File: config.mk
export PLATFORM = sky130hd
export DESIGN_NAME = tmp125_spi_tx
export DESIGN_NICKNAME = d
export VERILOG_FILES = /design/src/rtl/thermometer_pkg.sv /design/src/rtl/tmp125_spi_tx.sv
export SDC_FILE = /design/constraint.sdc
export NUM_CORES = 1
export LEC_CHECK = 0
export CAP_MARGIN = 20
export CORE_MARGIN = 1.5
export CORE_UTILIZATION = 35
export CTS_CLUSTER_SIZE = 12
export DETAILED_ROUTE_END_ITERATION = 10
export REMOVE_ABC_BUFFERS = 1
export SLEW_MARGIN = 5
export SYNTH_ARGS = -nofsm -noshare
export SYNTH_HDL_FRONTEND = slang
export SYNTH_SLANG_ARGS = --single-unit
File: constraint.sdc
create_clock -name i_clk -period 0.8 [get_ports i_clk]
set_input_delay 0.16 -clock i_clk [delete_from_list [all_inputs] [get_ports i_clk]]
set_output_delay 0.16 -clock i_clk [all_outputs]
set_load 0.1 [all_outputs]
File: src/rtl/thermometer_pkg.sv
// thermometer_pkg: shared widths, default constants and frame packing for the TMP125 model.
package thermometer_pkg;
    localparam int TEMP_W        = 10;
    localparam int FRAME_W       = 16;
    localparam int SUM_W         = 12;
    localparam int TICK_DIV_DEF  = 1000;
    localparam int TEMP_RST_DEF  = 80;
    localparam int STEP_HVAC_DEF = 4;
    localparam int STEP_AMB_DEF  = 1;
    localparam int TEMP_MIN_DEF  = 0;
    localparam int TEMP_MAX_DEF  = 200;

    typedef logic signed [TEMP_W-1:0] temp_t;

    function automatic logic [FRAME_W-1:0] pack_frame(input temp_t t);
        return {1'b0, t, 5'b0};
    endfunction
endpackage

File: src/rtl/tmp125_spi_tx.sv
// tmp125_spi_tx: 16-bit load/shift register with gated serial output.
// THERM_SO_TRISTATE_EN: release o_so to Z while deselected or in reset.
module tmp125_spi_tx
    import thermometer_pkg::*;
#(
    parameter logic [FRAME_W-1:0] RST_FRAME = '0
) (
    input  logic               i_clk,
    input  logic               i_rst_n,
    input  logic               i_cs_n,
    input  logic [FRAME_W-1:0] i_frame,
    output logic               o_so
);
    logic [FRAME_W-1:0] sr_q, sr_d;

    // Reloading on every deselected edge freezes the frame at the last edge before select.
    always_comb sr_d = i_cs_n ? i_frame : {sr_q[FRAME_W-2:0], 1'b0};

    always_ff @(posedge i_clk or negedge i_rst_n) begin
        if (!i_rst_n) sr_q <= RST_FRAME;
        else          sr_q <= sr_d;
    end

`ifdef THERM_SO_TRISTATE_EN
    assign o_so = (!i_rst_n || i_cs_n) ? 1'bz : sr_q[FRAME_W-1];
`else
    assign o_so = (!i_rst_n || i_cs_n) ? 1'b0 : sr_q[FRAME_W-1];
`endif
endmodule

==> metrics <==
post-DP HPWL 734 microns; critical path cell sequence and3b_2 > buf_12; Die Y 46.0 microns; flip-flop count of the largest register after layout 16; crit path launch type flip-flop; global-route wire length before repair 1700 microns; Synthesis Warnings 0; Final Instance Area 966 sq um; die area 2120 sq um; Setup crit end kind output port; Worst Skew 0.00398 ns; worst slew pin tran 0.199 ns; drc violations 0; crit path max fanout 1; number of fill cells 153; Final WS setup -0.394 ns; R2R cell count 1; pre-CTS WS -0.629 ns; Critical Path AT 1.03 ns; mean post-synth cell area 18.5 sq um; register area share after synthesis 61.8%; FF-to-FF Start sr_q[11]$_DFF_PN0_; TritonCTS Buffers 3; Slowest-stage cell, CP dfrtp_1; chip width 46.0 microns; Hold Crit Class in2async; share of cells above drive strength 1 45.9%; initial antenna violation count 0; Top reg by flops sr_q; Synth cell types 7; synthesized flop and latch total 16; CTS tree done; Via density 4.24; Final min period 1.19 ns; WS Path Type reg2out; # setup viols final 1; setup TNS -0.394 ns; Initial Util 37.5%; peak supply drop 1170 uV; vias in the first global route 408; LEAKAGE 0.435 nW; max_slew headroom 86.8%; # IOs 20; area growth from synthesis to final layout 49.0%; Wirelength per Cell 12.7 microns; core area 1730 sq um; final non-filler cell total 86; Largest regs sr_q: 16 flops; Clk Latency, worst-skew pair 0.29 ns; RSZ-0062 raised after global routing yes; nets@finish 81; WL final 1090 microns; commonest non-fill, non-tap cell in the layout clkdlybuf4s50_1; clock-pin slew on the worst setup and hold paths 0.10 ns; number of vias in the routed layout 365; leading post-synthesis cells by cell area dfrtp_1, mux2_4, mux2_2; diode count 0; outcome complete, but fails checks; cell taking the most area after synthesis dfrtp_1; Root Buffer clkbuf_4; Fmax achieved 838 MHz; IO Port Bufs 19; TritonCTS Sinks 16; failing checks setup timing; crit-path max cell delay 0.37 ns; period utilization 149%; Mapped Cells 35; number of DRC markers in iteration 0 1; All-Layer GR Usage 12.1%; placed cell area 883 sq um; GP Congestion 0.668; top-area cell type share of the netlist area 61.8%; commonest cells after routing, fill and taps aside clkdlybuf4s50_1, dfrtp_1, mux2_4, mux2_2; DP Cell Count 80; TritonRoute pass-1 iters 2; final-report hold violation count 0; total gr overflow 0; pin count of the biggest net entering global routing 17; Placement Rows 15; mapped cell area 648 sq um; data required time at the worst endpoint 0.64 ns; worst setup path startpoint sr_q[15]$_DFF_PN0_; Slew Limit Fails 0; H-tree levels 1; Fin Hold WS 0.208 ns; PD cells 1810 nW/um^2; antenna-violating nets left 0; Max clock buf depth 2; maxcap violations 0
[power breakdown]
part / total, W / switching [W] / internal [W] / leakage, nW
logic: 0.000307 / 0.0000921 / 0.000214 / 0.224
clock network: 0.000539 / 0.000262 / 0.000277 / 0.0210
registers: 0.000906 / 0.0000226 / 0.000883 / 0.189
total: 0.00175 / 0.000377 / 0.00138 / 0.435
[area by class of cell]
class / count / area (sq um) / share of cell area (%)
multi-input cells: 17 / 216 / 22.4
repair buffers: 24 / 282 / 29.1
well taps: 25 / 31.3 / 3.24
flip-flops and latches: 16 / 400 / 41.5
clock buffers: 4 / 36.3 / 3.76
[synth_stat cells, drive strengths merged]
| cell type | count |
|---|---|
| and2 | 1 |
| and3b | 1 |
| buf | 2 |
| dfrtp | 16 |
| mux2 | 15 |
[metal layers]
layer	part of all wire, %	wire [microns]	global-route usage [%]
met1	43	465	14.0
met2	50	546	18.9
met3	7.1	77	4.76
met4	0	0	6.86
met5	0	0	0
[cells by family after synthesis]
group	share of synthesized area (%)
buffers and inverters	4.83
flip-flops	61.8
multiplexers	30.7
AND/OR/NAND/NOR	2.70
[repair_timing]
item / CTS / global route
pin swaps: 1 / 0
hold buffers: 0 / 0
resized for setup: 6 / 0
buffers inserted: 1 / 0
gates cloned: 0 / 1
setup endpoints to repair: 16 / 2
[metrics by stage]
stage	utilization (%)	power, W
after floorplan	-	0.00104
after global placement	51.2	0.00119
after detailed placement	51.2	0.00121
after CTS	54.5	0.00177
after global routing	55.9	0.00183
final	55.9	0.00175
[path summary, 6_finish.rpt]
path | slack [ns] | end
setup / recovery | -0.39 | o_so
hold / removal | 0.21 | sr_q[12]$_DFF_PN0_
setup reg to reg | 0.05 | sr_q[12]$_DFF_PN0_
hold reg to reg | 0.48 | sr_q[4]$_DFF_PN0_
max in group asynchronous | 0.42 | sr_q[1]$_DFF_PN0_
min in group i_clk | 0.37 | sr_q[6]$_DFF_PN0_
[critical path: cells and delay by family, from the launching register on]
family                 cells  cell delay (ns)
flip-flops                 1             0.37
buffers and inverters      1             0.17
AND/OR/NAND/NOR            1             0.21
Power figures use the tool's default switching activity.
